## config.mk

```make
export PLATFORM = sky130hd
export DESIGN_NAME = id_stage
export DESIGN_NICKNAME = d
export VERILOG_FILES = /design/src/rtl/pipe_pkg.sv /design/src/rtl/id_regfile.sv /design/src/rtl/id_stage.sv
export SDC_FILE = /design/constraint.sdc
export NUM_CORES = 1
export LEC_CHECK = 0
export CAP_MARGIN = 20
export CORE_MARGIN = 3
export CORE_UTILIZATION = 45
export CTS_CLUSTER_DIAMETER = 200
export DETAILED_ROUTE_END_ITERATION = 8
export GPL_ROUTABILITY_DRIVEN = 0
export HOLD_SLACK_MARGIN = 0.1
export PLACE_DENSITY = 0.78
export SYNTH_ARGS = -nofsm -noshare
export SYNTH_HDL_FRONTEND = slang
export SYNTH_SLANG_ARGS = --single-unit
export TNS_END_PERCENT = 20
```

## constraint.sdc

```tcl
create_clock -name clk -period 18.1 [get_ports clk]
set_clock_uncertainty 0.2 [all_clocks]
set_input_delay 5.43 -clock clk [delete_from_list [all_inputs] [get_ports clk]]
set_output_delay 5.43 -clock clk [all_outputs]
set_load 0.05 [all_outputs]
```

## src/rtl/pipe_pkg.sv

```systemverilog
// Shared definitions for the 16-bit five-stage pipeline: opcodes, ALU op
// encodings, instruction field positions and the ID/EX control bundle.
package pipe_pkg;

    localparam int XLEN      = 16;
    localparam int IADDR_W   = 8;
    localparam int NUM_REGS  = 8;
    localparam int REG_IDX_W = 3;

    typedef enum logic [3:0] {
        OP_RALU = 4'd0,
        OP_ADDI = 4'd1,
        OP_LW   = 4'd2,
        OP_SW   = 4'd3,
        OP_BEQ  = 4'd4,
        OP_BNE  = 4'd5,
        OP_J    = 4'd6,
        OP_HALT = 4'd7
    } opcode_e;

    typedef enum logic [2:0] {
        ALU_ADD = 3'd0,
        ALU_SUB = 3'd1,
        ALU_AND = 3'd2,
        ALU_OR  = 3'd3,
        ALU_XOR = 3'd4,
        ALU_SLT = 3'd5,
        ALU_SLL = 3'd6,
        ALU_SRL = 3'd7
    } aluop_e;

    // Field positions (R: op rd rs rt funct, I: op rt rs imm6, J: op addr)
    localparam int OP_MSB    = 15;
    localparam int OP_LSB    = 12;
    localparam int RD_MSB    = 11;
    localparam int RD_LSB    = 9;
    localparam int RS_MSB    = 8;
    localparam int RS_LSB    = 6;
    localparam int RT_R_MSB  = 5;
    localparam int RT_R_LSB  = 3;
    localparam int RT_I_MSB  = 11;
    localparam int RT_I_LSB  = 9;
    localparam int FUNCT_MSB = 2;
    localparam int FUNCT_LSB = 0;
    localparam int IMM_MSB   = 5;
    localparam int IMM_LSB   = 0;
    localparam int JADDR_MSB = 7;
    localparam int JADDR_LSB = 0;

    typedef struct packed {
        logic   reg_write;
        logic   mem_read;
        logic   mem_write;
        logic   alu_src;
        aluop_e alu_op;
    } idex_ctrl_t;

    // True when the opcode reads its rs field as a register operand
    function automatic logic op_uses_rs(input logic [3:0] op);
        return (op == OP_RALU) || (op == OP_ADDI) || (op == OP_LW) ||
               (op == OP_SW)   || (op == OP_BEQ)  || (op == OP_BNE);
    endfunction

    // True when the opcode reads its rt field as a register operand
    function automatic logic op_uses_rt(input logic [3:0] op);
        return (op == OP_RALU) || (op == OP_SW) ||
               (op == OP_BEQ)  || (op == OP_BNE);
    endfunction

endpackage

```

## src/rtl/id_regfile.sv

```systemverilog
// 8 x 16 register file: two asynchronous read ports with write-first
// bypass, one synchronous write port, r0 hardwired to zero.
module id_regfile
    import pipe_pkg::*;
#(
    parameter int DATA_WIDTH = XLEN,
    parameter int REG_COUNT  = NUM_REGS
) (
    input  logic                  clk,
    input  logic                  rst,
    input  logic                  we_i,
    input  logic [2:0]            waddr_i,
    input  logic [DATA_WIDTH-1:0] wdata_i,
    input  logic [2:0]            raddr_a_i,
    output logic [DATA_WIDTH-1:0] rdata_a_o,
    input  logic [2:0]            raddr_b_i,
    output logic [DATA_WIDTH-1:0] rdata_b_o
);

    logic [DATA_WIDTH-1:0] regs_q [REG_COUNT];
    logic [DATA_WIDTH-1:0] regs_d [REG_COUNT];

    // Next register contents: one write per cycle, writes to r0 dropped
    always_comb begin
        regs_d = regs_q;
        if (we_i && (waddr_i != 3'd0)) begin
            regs_d[waddr_i] = wdata_i;
        end
    end

    // Register storage, cleared on reset
    always_ff @(posedge clk) begin
        if (rst) begin
            regs_q <= '{default: '0};
        end else begin
            regs_q <= regs_d;
        end
    end

    assign rdata_a_o = (raddr_a_i == 3'd0)                  ? '0 :
                       (we_i && (raddr_a_i == waddr_i))      ? wdata_i :
                                                               regs_q[raddr_a_i];

    assign rdata_b_o = (raddr_b_i == 3'd0)                  ? '0 :
                       (we_i && (raddr_b_i == waddr_i))      ? wdata_i :
                                                               regs_q[raddr_b_i];

endmodule

```

## src/rtl/id_stage.sv

```systemverilog
// Instruction-decode stage: decode, register read, hazard detection,
// branch/jump resolution, wrong-path squash and the ID/EX register.
module id_stage
    import pipe_pkg::*;
#(
    parameter int DATA_WIDTH = XLEN,
    parameter int ADDR_WIDTH = IADDR_W,
    parameter int REG_COUNT  = NUM_REGS
) (
    input  logic                  clk,
    input  logic                  rst,
    input  logic                  run_i,
    input  logic [15:0]           instr_i,
    input  logic [ADDR_WIDTH-1:0] pcplus1_i,
    input  logic                  wb_we_i,
    input  logic [2:0]            wb_addr_i,
    input  logic [DATA_WIDTH-1:0] wb_data_i,
    input  logic                  regWrite_E_i,
    input  logic                  memRead_E_i,
    input  logic [2:0]            dest_E_i,
    input  logic                  regWrite_M_i,
    input  logic                  memRead_M_i,
    input  logic [2:0]            dest_M_i,
    input  logic [DATA_WIDTH-1:0] alu_M_i,
    output logic                  PC_src_o,
    output logic [ADDR_WIDTH-1:0] branchAddr_o,
    output logic                  jump_o,
    output logic [ADDR_WIDTH-1:0] jumpAddr_o,
    output logic                  stallPC_o,
    output logic                  stallIF_ID_o,
    output logic                  flushIF_ID_o,
    output logic                  stop_o,
    output logic                  idex_regWrite_o,
    output logic                  idex_memRead_o,
    output logic                  idex_memWrite_o,
    output logic                  idex_aluSrc_o,
    output logic [2:0]            idex_aluOp_o,
    output logic [DATA_WIDTH-1:0] idex_rsData_o,
    output logic [DATA_WIDTH-1:0] idex_rtData_o,
    output logic [DATA_WIDTH-1:0] idex_imm_o,
    output logic [2:0]            idex_rs_o,
    output logic [2:0]            idex_rt_o,
    output logic [2:0]            idex_dest_o,
    output logic [ADDR_WIDTH-1:0] idex_pc_o
);

    // Decode results
    logic                  live;
    logic [3:0]            opcode;
    logic                  op_r, op_addi, op_lw, op_sw;
    logic                  op_beq, op_bne, op_j, op_halt, is_branch;
    logic                  uses_rs, uses_rt;
    logic [2:0]            rs_idx, rt_idx, dest_idx;
    logic [DATA_WIDTH-1:0] imm_ext;

    // Register file read data
    logic [DATA_WIDTH-1:0] rs_rf, rt_rf;

    // Hazard and control-flow results
    logic                  rs_hit_e, rt_hit_e, rs_hit_m, rt_hit_m;
    logic                  load_use, branch_ex, branch_mem_load, stall;
    logic                  fwd_m_ok;
    logic [DATA_WIDTH-1:0] rs_cmp, rt_cmp;
    logic                  taken, jump, halt, flush;

    // Squash flag and ID/EX register
    logic                  flush_q, flush_d;
    idex_ctrl_t            ctrl_q, ctrl_d;
    logic [DATA_WIDTH-1:0] rs_data_q, rs_data_d;
    logic [DATA_WIDTH-1:0] rt_data_q, rt_data_d;
    logic [DATA_WIDTH-1:0] imm_q, imm_d;
    logic [2:0]            rs_q, rs_d, rt_q, rt_d, dest_q, dest_d;
    logic [ADDR_WIDTH-1:0] pc_q, pc_d;
    logic                  issue;

    id_regfile #(
        .DATA_WIDTH (DATA_WIDTH),
        .REG_COUNT  (REG_COUNT)
    ) u_regfile (
        .clk       (clk),
        .rst       (rst),
        .we_i      (wb_we_i),
        .waddr_i   (wb_addr_i),
        .wdata_i   (wb_data_i),
        .raddr_a_i (rs_idx),
        .rdata_a_o (rs_rf),
        .raddr_b_i (rt_idx),
        .rdata_b_o (rt_rf)
    );

    // Decode; a squashed slot or a stopped processor decodes as NOP
    always_comb begin
        live      = run_i && !flush_q;
        opcode    = instr_i[OP_MSB:OP_LSB];
        op_r      = live && (opcode == OP_RALU);
        op_addi   = live && (opcode == OP_ADDI);
        op_lw     = live && (opcode == OP_LW);
        op_sw     = live && (opcode == OP_SW);
        op_beq    = live && (opcode == OP_BEQ);
        op_bne    = live && (opcode == OP_BNE);
        op_j      = live && (opcode == OP_J);
        op_halt   = live && (opcode == OP_HALT);
        is_branch = op_beq || op_bne;
        uses_rs   = live && op_uses_rs(opcode);
        uses_rt   = live && op_uses_rt(opcode);
        rs_idx    = instr_i[RS_MSB:RS_LSB];
        rt_idx    = (opcode == OP_RALU) ? instr_i[RT_R_MSB:RT_R_LSB]
                                        : instr_i[RT_I_MSB:RT_I_LSB];
        dest_idx  = (op_r || op_addi || op_lw) ? instr_i[RD_MSB:RD_LSB] : 3'd0;
        imm_ext   = {{(DATA_WIDTH-6){instr_i[IMM_MSB]}}, instr_i[IMM_MSB:IMM_LSB]};
    end

    // Hazard detection against the instructions in EX and MEM
    always_comb begin
        rs_hit_e        = uses_rs && (rs_idx != 3'd0) && (rs_idx == dest_E_i);
        rt_hit_e        = uses_rt && (rt_idx != 3'd0) && (rt_idx == dest_E_i);
        rs_hit_m        = uses_rs && (rs_idx != 3'd0) && (rs_idx == dest_M_i);
        rt_hit_m        = uses_rt && (rt_idx != 3'd0) && (rt_idx == dest_M_i);
        load_use        = memRead_E_i && (rs_hit_e || rt_hit_e);
        branch_ex       = is_branch && regWrite_E_i && (rs_hit_e || rt_hit_e);
        branch_mem_load = is_branch && memRead_M_i && (rs_hit_m || rt_hit_m);
        stall           = load_use || branch_ex || branch_mem_load;
    end

    // Branch compare with MEM-stage ALU forwarding, then redirect decisions
    always_comb begin
        fwd_m_ok = regWrite_M_i && !memRead_M_i;
        rs_cmp   = (fwd_m_ok && (rs_idx != 3'd0) && (rs_idx == dest_M_i)) ? alu_M_i : rs_rf;
        rt_cmp   = (fwd_m_ok && (rt_idx != 3'd0) && (rt_idx == dest_M_i)) ? alu_M_i : rt_rf;
        taken    = !stall && ((op_beq && (rs_cmp == rt_cmp)) ||
                              (op_bne && (rs_cmp != rt_cmp)));
        jump     = !stall && op_j;
        halt     = !stall && op_halt;
        flush    = taken || jump || halt;
        flush_d  = flush && !stall;
    end

    assign PC_src_o     = taken;
    assign branchAddr_o = pcplus1_i + imm_ext[ADDR_WIDTH-1:0];
    assign jump_o       = jump;
    assign jumpAddr_o   = instr_i[JADDR_MSB:JADDR_LSB];
    assign stallPC_o    = stall;
    assign stallIF_ID_o = stall;
    assign flushIF_ID_o = flush;
    assign stop_o       = halt;

    // ID/EX next value; branches, jumps and HALT finish in ID and issue as bubbles
    always_comb begin
        issue     = !stall && (op_r || op_addi || op_lw || op_sw);
        ctrl_d    = '0;
        rs_data_d = '0;
        rt_data_d = '0;
        imm_d     = '0;
        rs_d      = 3'd0;
        rt_d      = 3'd0;
        dest_d    = 3'd0;
        pc_d      = '0;
        if (issue) begin
            ctrl_d.reg_write = op_r || op_addi || op_lw;
            ctrl_d.mem_read  = op_lw;
            ctrl_d.mem_write = op_sw;
            ctrl_d.alu_src   = op_addi || op_lw || op_sw;
            ctrl_d.alu_op    = op_r ? aluop_e'(instr_i[FUNCT_MSB:FUNCT_LSB]) : ALU_ADD;
            rs_data_d        = rs_rf;
            rt_data_d        = uses_rt ? rt_rf : '0;
            imm_d            = imm_ext;
            rs_d             = rs_idx;
            rt_d             = uses_rt ? rt_idx : 3'd0;
            dest_d           = dest_idx;
            pc_d             = pcplus1_i;
        end
    end

    // Squash flag and ID/EX register, both cleared by reset
    always_ff @(posedge clk) begin
        if (rst) begin
            flush_q   <= 1'b0;
            ctrl_q    <= '0;
            rs_data_q <= '0;
            rt_data_q <= '0;
            imm_q     <= '0;
            rs_q      <= 3'd0;
            rt_q      <= 3'd0;
            dest_q    <= 3'd0;
            pc_q      <= '0;
        end else begin
            flush_q   <= flush_d;
            ctrl_q    <= ctrl_d;
            rs_data_q <= rs_data_d;
            rt_data_q <= rt_data_d;
            imm_q     <= imm_d;
            rs_q      <= rs_d;
            rt_q      <= rt_d;
            dest_q    <= dest_d;
            pc_q      <= pc_d;
        end
    end

    assign idex_regWrite_o = ctrl_q.reg_write;
    assign idex_memRead_o  = ctrl_q.mem_read;
    assign idex_memWrite_o = ctrl_q.mem_write;
    assign idex_aluSrc_o   = ctrl_q.alu_src;
    assign idex_aluOp_o    = ctrl_q.alu_op;
    assign idex_rsData_o   = rs_data_q;
    assign idex_rtData_o   = rt_data_q;
    assign idex_imm_o      = imm_q;
    assign idex_rs_o       = rs_q;
    assign idex_rt_o       = rt_q;
    assign idex_dest_o     = dest_q;
    assign idex_pc_o       = pc_q;

endmodule

```

# After elaboration in Yosys (flattened, before gate mapping)

Cells that the tools add are included.
Widths: inputs -> output; s select.

Bitwise gates (word level): 7
Reductions and logical operators: 72
Mux-type cells: 16
$lt $le $gt $ge: 4
Add/subtract/negate cells: 1
Equality and inequality tests: 15

Operators with widths:

| kind               | count |
|---|---|
| $mux 16            | 11 |
| $bwmux 128         | 1 |
| $bmux 16 s3        | 2 |
| $demux 16 s3       | 1 |
| $logic_and 1x1->1  | 38 |
| $logic_or 1x1->1   | 21 |
| $eq 3x3->1         | 6 |
| $eq 16x16->1       | 1 |
| $eq 4x3->1 const B | 4 |
| $ne 16x16->1       | 1 |
| $ge 4x4->1 const B | 3 |
| $not 3->4          | 3 |
| $reduce_bool 3->1  | 3 |
| $reduce_or 3->1    | 3 |
| $add 8x8->8        | 1 |
| $eq 4x2->1 const B | 2 |
| $logic_not 3->1    | 2 |
| $eq 4x1->1 const B | 1 |
| $logic_not 4->1    | 1 |
| $lt 4x1->1 const B | 1 |
| $not 1->1          | 4 |
| $logic_not 1->1    | 3 |
| $mux 3             | 1 |
| $reduce_or 2->1    | 1 |

Word-level logic and storage cells: 136
Output and inout bits: 94
Register bits after elaboration: 191
Input port bits: 73

# Logic depth before layout (Yosys ltp)

Gate-level depths: netlist (run 1).

Word-level depth: 18
Gate-level depth with buffers: 16
Depth with buffers taken out: 11

# Modules after synthesis

From an unflattened synthesis (run 1), not the netlist that was laid out.

Cell total of the unflattened synthesis: 1,218
Area, all modules: 10,349.9 um^2

Modules (own cells, without submodules):

| module     | cells an instance | sequential area each (um^2) | area an instance (um^2) | instances |
|---|---|---|---|---|
| id_regfile | 821               | 2,562.5                     | 6,784.0                 | 1 |
| id_stage   | 397               | 1,261.2                     | 3,565.9                 | 1 |

# Worst setup path after synthesis (run 1)

No wires, ideal clock.

Kind: input-to-output
Start point: input port instr_i[12]
End point: output port flushIF_ID_o
Arrival: 9,037 ps
Data required time: 12,470 ps
Path slack: 3,433 ps
Stages on the path: 14
Buffers on the path: 3
Cell sequence: buf_6 -> or4_4 -> buf_6 -> mux2_4 -> buf_2 -> a2111oi_0 -> nor4_1 -> a22oi_1 -> mux2i_1 -> o2111ai_1 -> a2111oi_2 -> and4_1 -> mux2i_1 -> nor2_1

Longest elaborated chain between the ends: 17
Elaborated cells between the ends (all ways): 65
Those cells by class: 12 x eq/ne; 7 x mux; 1 x bitwise; 45 x reduce/logical

RTL lines:

| what                                                                 | RTL line        | source |
|---|---|---|
| start, declared                                                      | id_stage.sv:13  | `input logic [15:0] instr_i,` |
| parallel branches: the longest is 16 deep, another holds $bmux 16 s3 | --              |  |
| $logic_or 1x1->1 (*)                                                 | id_stage.sv:134 | `flush = taken \|\| jump \|\| halt;` |
| end, declared                                                        | id_stage.sv:31  | `output logic flushIF_ID_o,` |

Mark *: on every way between the ends. The select of a mux whose other input is x is not followed.

# Worst setup path after layout (run 1)

Start point: input port instr_i[13]
End point: output port flushIF_ID_o

The elaborated chain is that of the path after synthesis.

==> results.ini, run 1 <==
[clocking]
path_clk_slew_ns=0.08
cts_setup_buffers=0
clockBufferDepth=2
ctsHoldBuffers=0
postCtsResizedCells=0
cts_tree=yes
insertion_delay_ns=0.45
clock_sinks=191
cts-htree-levels=4
cts_buffers=17
cts_root_buf=clkbuf_16

[setup_path]
cp-end-kind=output pin
rr_startpoint=u_regfile.regs_q[90]$_SDFFE_PP0P_
required_ns=12.47
cp_max_fo=29
r2r-end=flush_q$_SDFF_PP0_
crit_arrival_ns=11.41
crit_path_start_kind=input pin
r2r_slack_ns=14.60
critical_path_class=input pin to output pin
r2r_cells=11

[yosys]
synthesis.area_um2=11200
avgSynthCellArea_um2=8.01
synth-edff-count=0
ys_types=75
synth_cells=1395
synthTopCellsByArea=dfxtp_1 34%, nand2_1 9.7%, a21oi_1 6.4%
yosys_register_bits=191
yosysWarningCount=0
yosysTopAreaCellShare_pct=34.2
synth_common_cells=289 x nand2_1, 191 x dfxtp_1, 144 x a21oi_1
synth_nets=1476
synth_flop_cell=dfxtp_1
yosysSeqAreaShare_pct=34.2
synthArstFlopShare_pct=0
synth.most_common_cell=nand2_1
synth_top_cell_by_area=dfxtp_1

[timing]
relSlewSlack_pct=24.0
holdWs_ns=0.261
fin_setup_tns_ns=0
slew_violations=0
worst_pin_slew_ns=1.14
hold_viol=0
setup_viol=0
period_needed_ns=17.04
period_share_pct=94.1
rsz0062_at_grt=false
fmax_mhz=58.7

[detailed_routing]
wirelength_um=37600
drt-wirelength-per-cell_um=20.8
drt_first_pass_iters=6
num_vias=11051
ant_nets=0
route.detailed.drc=0
vias_per_cell=6.12
drt_iter0_markers=1488

[min_path]
hold_path_startpoint=u_regfile.regs_q[126]$_SDFFE_PP0P_
min_path_type=flop to flop
whs_endpoint=u_regfile.regs_q[126]$_SDFFE_PP0P_
hold_path_depth=2

[die]
ioPinCount=167
die_area_um2=26800
initial_core_util_pct=45.8
die_w_um=164
fp-row-count=57
core_um2=24400
die_h_um=164

[cells_and_area]
nets=1548
drive_gt1_share_pct=8.51
syn2layout_area_growth_pct=20.1

[global_route]
use_met1_pct=34.6
antenna_found_initial=1
grtUsageMet2_pct=44.9
grt_max_degree=67
grtUsageMet3_pct=5.91
grt_overflow=0
grt.total_usage_pct=27.6
busiest_layer=met2
grt_pass1_wl_um=57900
grt_pass1_vias=10309

[power]
power.leakage_nw=4.71
p_per_area_nw_per_um2=76.7
vdd_drop_max_mv=0.0724

[place]
numPortBuffers=166
dp_hpwl_um=26300

[status]
status=finished, final reports clean

[run]
maxCapViolations=0

## logic make-up after synthesis
logic type | count (synthesis) | synth area share, %
buf+inv | 169 | 6.75
simple gates | 539 | 21.8
fa+ha+maj | 8 | 0.963
xor+xnor | 37 | 2.90
flops | 191 | 34.2
mux | 101 | 12.6
compound gates | 350 | 20.7
## power by group
part	internal [mW]	switching, mW
registers	0.426	0.00491
logic	0.0724	0.126
clock network	0.203	0.197
## state kept, by name (all words and copies together) (netlist names)
name              cells
u_regfile.regs_q    128
idex_rsData_o        16
idex_rtData_o        16
idex_pc_o             8
idex_imm_o            6
idex_aluOp_o          3
idex_dest_o           3
idex_rs_o             3
idex_rt_o             3
flush_q               1
idex_aluSrc_o         1
idex_memRead_o        1
idex_memWrite_o       1
idex_regWrite_o       1
## area by class of cell
cell class / instances / area [um2]
fill: 2198 / 11000
tap: 324 / 405
clock buffer: 17 / 425
antenna: 1 / 2.50
sequential: 191 / 3820
multi-input combinational: 1035 / 6620
clock inverter: 15 / 213
inverter: 37 / 139
timing repair buffer: 185 / 1790
## worst max-delay path, stage by stage
cell and delay [ns]:
clkdlybuf4s50_1 0.82, o41a_1 1.02, a21o_1 0.40, buf_4 0.41, a2111oi_0 0.19, nor4_1 0.82, mux2i_1 0.31, a221oi_2 0.11
a22oi_1 0.22, o311a_1 0.24, a21oi_1 0.08, or3_1 0.39, nor2_1 0.13, clkdlybuf4s50_1 0.83
## worst max path at each step
| stage | start | endpoint | slack (ns) | cells past startpoint |
|---|---|---|---|---|
| after global placement | instr_i[13] | flushIF_ID_o | 1.46 | 14 |
| final | instr_i[13] | flushIF_ID_o | 1.06 | 14 |
| after CTS | instr_i[13] | flushIF_ID_o | 1.28 | 14 |
| after floorplan | instr_i[12] | flushIF_ID_o | 3.43 | 14 |
| after detailed placement | instr_i[13] | flushIF_ID_o | 1.28 | 14 |
| after global routing | instr_i[13] | flushIF_ID_o | 0.89 | 14 |
## per-layer routing
| layer | wire (um) | vias to the layer above |
|---|---|---|
| li1 | - | 5064 |
| met1 | 14500 | 5135 |
| met2 | 17400 | 719 |
| met3 | 3950 | 133 |
| met4 | 1800 | 0 |
| met5 | 0 | - |
## metrics by stage
stage	total power [mW]	instance area [um2]	worst slack (ns)	std cells	util (%)
after floorplan	0.571	11200	3.43	1395	-
after global placement	0.630	12800	1.46	1772	52.4
after detailed placement	0.634	12800	1.28	1772	52.4
after CTS	1.03	13400	1.28	1804	55.0
after global routing	1.06	13400	0.889	1805	55.0
final	1.03	13400	1.06	1805	55.0
## layout by cell type, fill, tap and decap left out, types with 8 or more instances in the layout
cell type / count
nor2b_1: 21
clkdlybuf4s50_1: 163
nand4_1: 12
inv_1: 37
mux2_2: 20
o211ai_1: 12
a22oi_1: 9
mux2i_1: 48
a2111oi_0: 9
a211oi_1: 50
nand2_1: 289
a21oi_1: 144
xnor2_1: 30
buf_4: 20
nand3_1: 21
and3_1: 25
clkbuf_16: 17
nor3_1: 14
nand2b_1: 18
o31a_1: 9
dfxtp_1: 191
a21o_1: 8
mux4_2: 29
o21ai_0: 26
and2_1: 28
or3_1: 8
o22ai_1: 10
nor2_1: 80
Power figures use the tool's default switching activity.
==> run 2, diff against run 1 <==
--- a/config.mk
+++ b/config.mk
@@ -12,7 +12,7 @@
 export DETAILED_ROUTE_END_ITERATION = 8
 export GPL_ROUTABILITY_DRIVEN = 0
 export HOLD_SLACK_MARGIN = 0.1
-export PLACE_DENSITY = 0.78
+export PLACE_DENSITY_LB_ADDON = 0.08
 export SYNTH_ARGS = -nofsm -noshare
 export SYNTH_HDL_FRONTEND = slang
 export SYNTH_SLANG_ARGS = --single-unit
==> results.ini, run 2 (same netlist as run 1, synthesis figures left out) <==
[cells_and_area]
multi_input_area_um2=6630
drive_gt1_share_pct=8.78
n_fill_cell=2322
nets=1549
final_common_cell=nand2_1
largest_reg_flops=128
regArea_um2=3820
mostFrequentLayoutCells=289 x nand2_1, 191 x dfxtp_1, 163 x clkdlybuf4s50_1
syn2layout_area_growth_pct=20.3
post-route-util_pct=55.1
regMostFlops=u_regfile.regs_q
insertedDiodeCount=0

[setup_path]
cp_max_fo=25
path_delay_family=simple AND/OR/NAND/NOR gates
cp_slowest_stage_delay_ns=0.85
crit_path_start_kind=input pin
crit_start=instr_i[13]
critical_path_class=input pin to output pin
path_cells=clkdlybuf4s50_1 > or4_4 > o21ai_4 > a2111oi_0 > nor4_1 > a22oi_2 > nand3_1 > o311ai_0 > nor4b_1 > and4_1 > and3_1 > o21a_1 > clkdlybuf4s50_1
slowest_stage=or4_4
r2r_slack_ns=14.63
r2r_cells=11
required_ns=12.47
rr_startpoint=u_regfile.regs_q[90]$_SDFFE_PP0P_
cp_common_cell=clkdlybuf4s50_1
crit_buf_inv=2
crit_arrival_ns=11.15
cp-end-kind=output pin
worst-path-stages=13
r2r-end=flush_q$_SDFF_PP0_

[detailed_routing]
route.detailed.drc=0
ant_nets=0
vias_per_cell=5.98
wirelength_um=40400
drt_iter0_markers=994
drt-wirelength-per-cell_um=22.4
num_vias=10801
drt_first_pass_iters=7

[timing]
rsz0062_at_grt=false
fmax_mhz=59.6
period_needed_ns=16.78
slew_violations=0
fin_setup_tns_ns=0
setup_viol=0
timing.final.ws_setup_ns=1.32
hold_viol=0
period_share_pct=92.7
relSlewSlack_pct=27.3
worst_pin_slew_ns=1.09

[min_path]
min_path_type=flop to flop
hold_path_startpoint=u_regfile.regs_q[115]$_SDFFE_PP0P_
whs_endpoint=u_regfile.regs_q[115]$_SDFFE_PP0P_
hold_path_depth=2

[die]
die_h_um=164
core_um2=24400
ioPinCount=167
die_w_um=164
initial_core_util_pct=45.8
die_area_um2=26800
fp-row-count=57

[clocking]
clockBufferDepth=2
cts_root_buf=clkbuf_16
path_clk_slew_ns=0.08
ctsHoldBuffers=0
insertion_delay_ns=0.46
cts_buffers=17
cts-htree-levels=4
cts_tree=yes
cts_setup_buffers=0
postCtsResizedCells=0
clock_sinks=191

[power]
power.leakage_nw=4.72
p_per_area_nw_per_um2=77.2
vdd_drop_max_mv=0.0583

[global_route]
grt_max_degree=68
grt_overflow=0
antenna_found_initial=1
grt.total_usage_pct=29.8
grt_pass1_wl_um=61200
grt_pass1_vias=9914

[place]
dp_hpwl_um=27800
numPortBuffers=166
place_ws_ns=1.53

[run]
maxCapViolations=0

[status]
status=finished, final reports clean

==> run 2: where the power goes <==
part | total, mW | internal [mW] | switching, mW
logic | 0.203 | 0.0733 | 0.130
clock network | 0.404 | 0.194 | 0.211
registers | 0.431 | 0.426 | 0.00485
total | 1.04 | 0.693 | 0.345
==> run 2: area by class of cell <==
class	count	area share, %
inverters	37	1.03
multi-input cells	1035	49.3
clock inverters	15	1.57
clock buffers	17	3.16
repair buffers	186	13.5
flip-flops and latches	191	28.4
well taps	324	3.01
==> run 2: tightest hold or removal path, cell delays in order (launching register included) <==
cell     delay, ns
dfxtp_1       0.32
inv_1         0.06
nor2_1        0.04
==> run 2: worst max-delay path by stage <==
stage	to	slack (ns)
after floorplan	flushIF_ID_o	3.43
after CTS	PC_src_o	1.52
final	PC_src_o	1.32
after global placement	flushIF_ID_o	1.60
after global routing	PC_src_o	1.12
after detailed placement	PC_src_o	1.53
==> run 2: routing by layer <==
| metal | part of all wire [%] | vias to the layer above | track usage (%) |
|---|---|---|---|
| met2 | 46 | 548 | 47.9 |
| li1 | - | 5059 | - |
| met1 | 43 | 5118 | 40.9 |
| met4 | 2.5 | 2 | 8.11 |
| met3 | 9.0 | 74 | 5.99 |
| met5 | 0.032 | - | 0 |
==> run 2: through the flow <==
step	power (mW)	cells	instance area, um2	hold WS [ns]
3_3_place_gp	0.638	1771	12800	0.243
5_1_grt	1.07	1805	13400	0.281
3_5_place_dp	0.639	1771	12800	0.245
2_1_floorplan	0.571	1395	11200	0.229
6_report	1.04	1805	13400	0.258
4_1_cts	1.04	1803	13400	0.257
==> run 3, diff against run 2 <==
--- a/config.mk
+++ b/config.mk
@@ -6,13 +6,13 @@
 export NUM_CORES = 1
 export LEC_CHECK = 0
 export CAP_MARGIN = 20
-export CORE_MARGIN = 3
 export CORE_UTILIZATION = 45
 export CTS_CLUSTER_DIAMETER = 200
 export DETAILED_ROUTE_END_ITERATION = 8
 export GPL_ROUTABILITY_DRIVEN = 0
 export HOLD_SLACK_MARGIN = 0.1
 export PLACE_DENSITY_LB_ADDON = 0.08
+export SLEW_MARGIN = 20
 export SYNTH_ARGS = -nofsm -noshare
 export SYNTH_HDL_FRONTEND = slang
 export SYNTH_SLANG_ARGS = --single-unit
==> results.ini, run 3 (same netlist as run 1, synthesis figures left out) <==
[timing]
period_needed_ns=16.79
slew_violations=0
rsz0062_at_grt=false
hold_viol=0
holdWs_ns=0.258
setup_viol=0
fin_setup_tns_ns=0
worst_pin_slew_ns=1.21
period_share_pct=92.8
fmax_mhz=59.5
relSlewSlack_pct=19.1

[power]
power.total_mw=1.04
p_per_area_nw_per_um2=77.2
vdd_drop_max_mv=0.0540
power.leakage_nw=4.72

[detailed_routing]
wirelength_um=40100
ant_nets=0
drt-wirelength-per-cell_um=22.2
route.detailed.drc=0
drt_iter0_markers=1034
vias_per_cell=5.97
drt_first_pass_iters=5
num_vias=10773

[clocking]
clock_sinks=191
ctsHoldBuffers=0
cts-htree-levels=4
path_clk_slew_ns=0.09
clockBufferDepth=2
postCtsResizedCells=0
cts_setup_buffers=0
insertion_delay_ns=0.46
cts_tree=yes
cts_buffers=17
cts_root_buf=clkbuf_16

[cells_and_area]
drive_gt1_share_pct=8.78
nets=1549
mostFrequentLayoutCells=289 x nand2_1, 191 x dfxtp_1, 163 x clkdlybuf4s50_1
post-route-cell-area_um2=13400
regMostFlops=u_regfile.regs_q
syn2layout_area_growth_pct=20.3
largest_reg_flops=128
stdcell_count=1805
final_common_cell=nand2_1
insertedDiodeCount=0

[setup_path]
required_ns=12.47
path_delay_family=simple AND/OR/NAND/NOR gates
crit_arrival_ns=11.16
cp_slowest_stage_delay_ns=0.85
cp_max_fo=25
crit_path_start_kind=input pin
crit_buf_inv=2
path_cells=clkdlybuf4s50_1 > or4_4 > o21ai_4 > a2111oi_0 > nor4_1 > o21ai_1 > xnor2_1 > o2111a_1 > a211oi_2 > a21oi_1 > or3_1 > nor2_1 > clkdlybuf4s50_1
cp_common_cell=clkdlybuf4s50_1
cp-end-kind=output pin
slowest_stage=or4_4
critical_path_class=input pin to output pin

[min_path]
min_path_type=flop to flop

[place]
numPortBuffers=166
place_inst=1773
dp_hpwl_um=27600
post_dp_cell_area_um2=12800

[die]
initial_core_util_pct=45.9
ioPinCount=167
fp-row-count=57
die_h_um=160
die_area_um2=25500
die_w_um=160
core_um2=24300

[global_route]
antenna_found_initial=0
grt_max_degree=72
grt.total_usage_pct=31.5
grt_pass1_vias=10027
grt_pass1_wl_um=61200
grt_overflow=0

[status]
status=finished, final reports clean

[run]
maxCapViolations=0

[run 3: cell types whose count changed in the layout (fill, tap and decap cells not counted), sizes merged]
cell,change
inv,-1
clkinv,+1
[run 3: through the flow]
step / worst slack, ns / utilization, %
floorplan: 3.43 / -
global placement: 1.60 / 52.6
detailed placement: 1.43 / 52.6
CTS: 1.42 / 55.3
global route: 1.08 / 55.3
finish: 1.31 / 55.3
[run 3: worst paths after layout]
kind	cells after the start	to	startpoint	slack [ns]
worst max register to register	11	flush_q$_SDFF_PP0_	u_regfile.regs_q[84]$_SDFFE_PP0P_	14.65
worst max-delay path	13	flushIF_ID_o	instr_i[13]	1.31
worst min-delay path	2	u_regfile.regs_q[126]$_SDFFE_PP0P_	u_regfile.regs_q[126]$_SDFFE_PP0P_	0.26
worst min register to register	2	u_regfile.regs_q[126]$_SDFFE_PP0P_	u_regfile.regs_q[126]$_SDFFE_PP0P_	0.26
[run 3: layout make-up]
class	instances	area, um2
Fill cell	2272	10900
Multi-Input combinational cell	1035	6630
Sequential cell	191	3820
Timing Repair Buffer	186	1800
Clock buffer	17	425
Tap cell	324	405
Clock inverter	15	216
Inverter	37	139
[run 3: routing by layer]
| layer | GRT usage [%] | routed length, um |
|---|---|---|
| met1 | 42.7 | 17200 |
| met2 | 48.3 | 17800 |
| met3 | 7.61 | 3770 |
| met4 | 12.0 | 1240 |
| met5 | 0 | 0 |
[run 3: worst reg2reg max path, delay by kind of cell, from the launching register on]
kind | cells | cell delay [ns]
flops | 1 | 0.35
buf+inv | 1 | 0.06
compound gates | 5 | 1.02
mux | 2 | 0.54
simple gates | 3 | 1.14
[run 3: where the power goes]
group / switching, mW / internal (mW) / total (mW)
logic: 0.129 / 0.0729 / 0.202
registers: 0.00481 / 0.426 / 0.431
clock network: 0.211 / 0.194 / 0.404
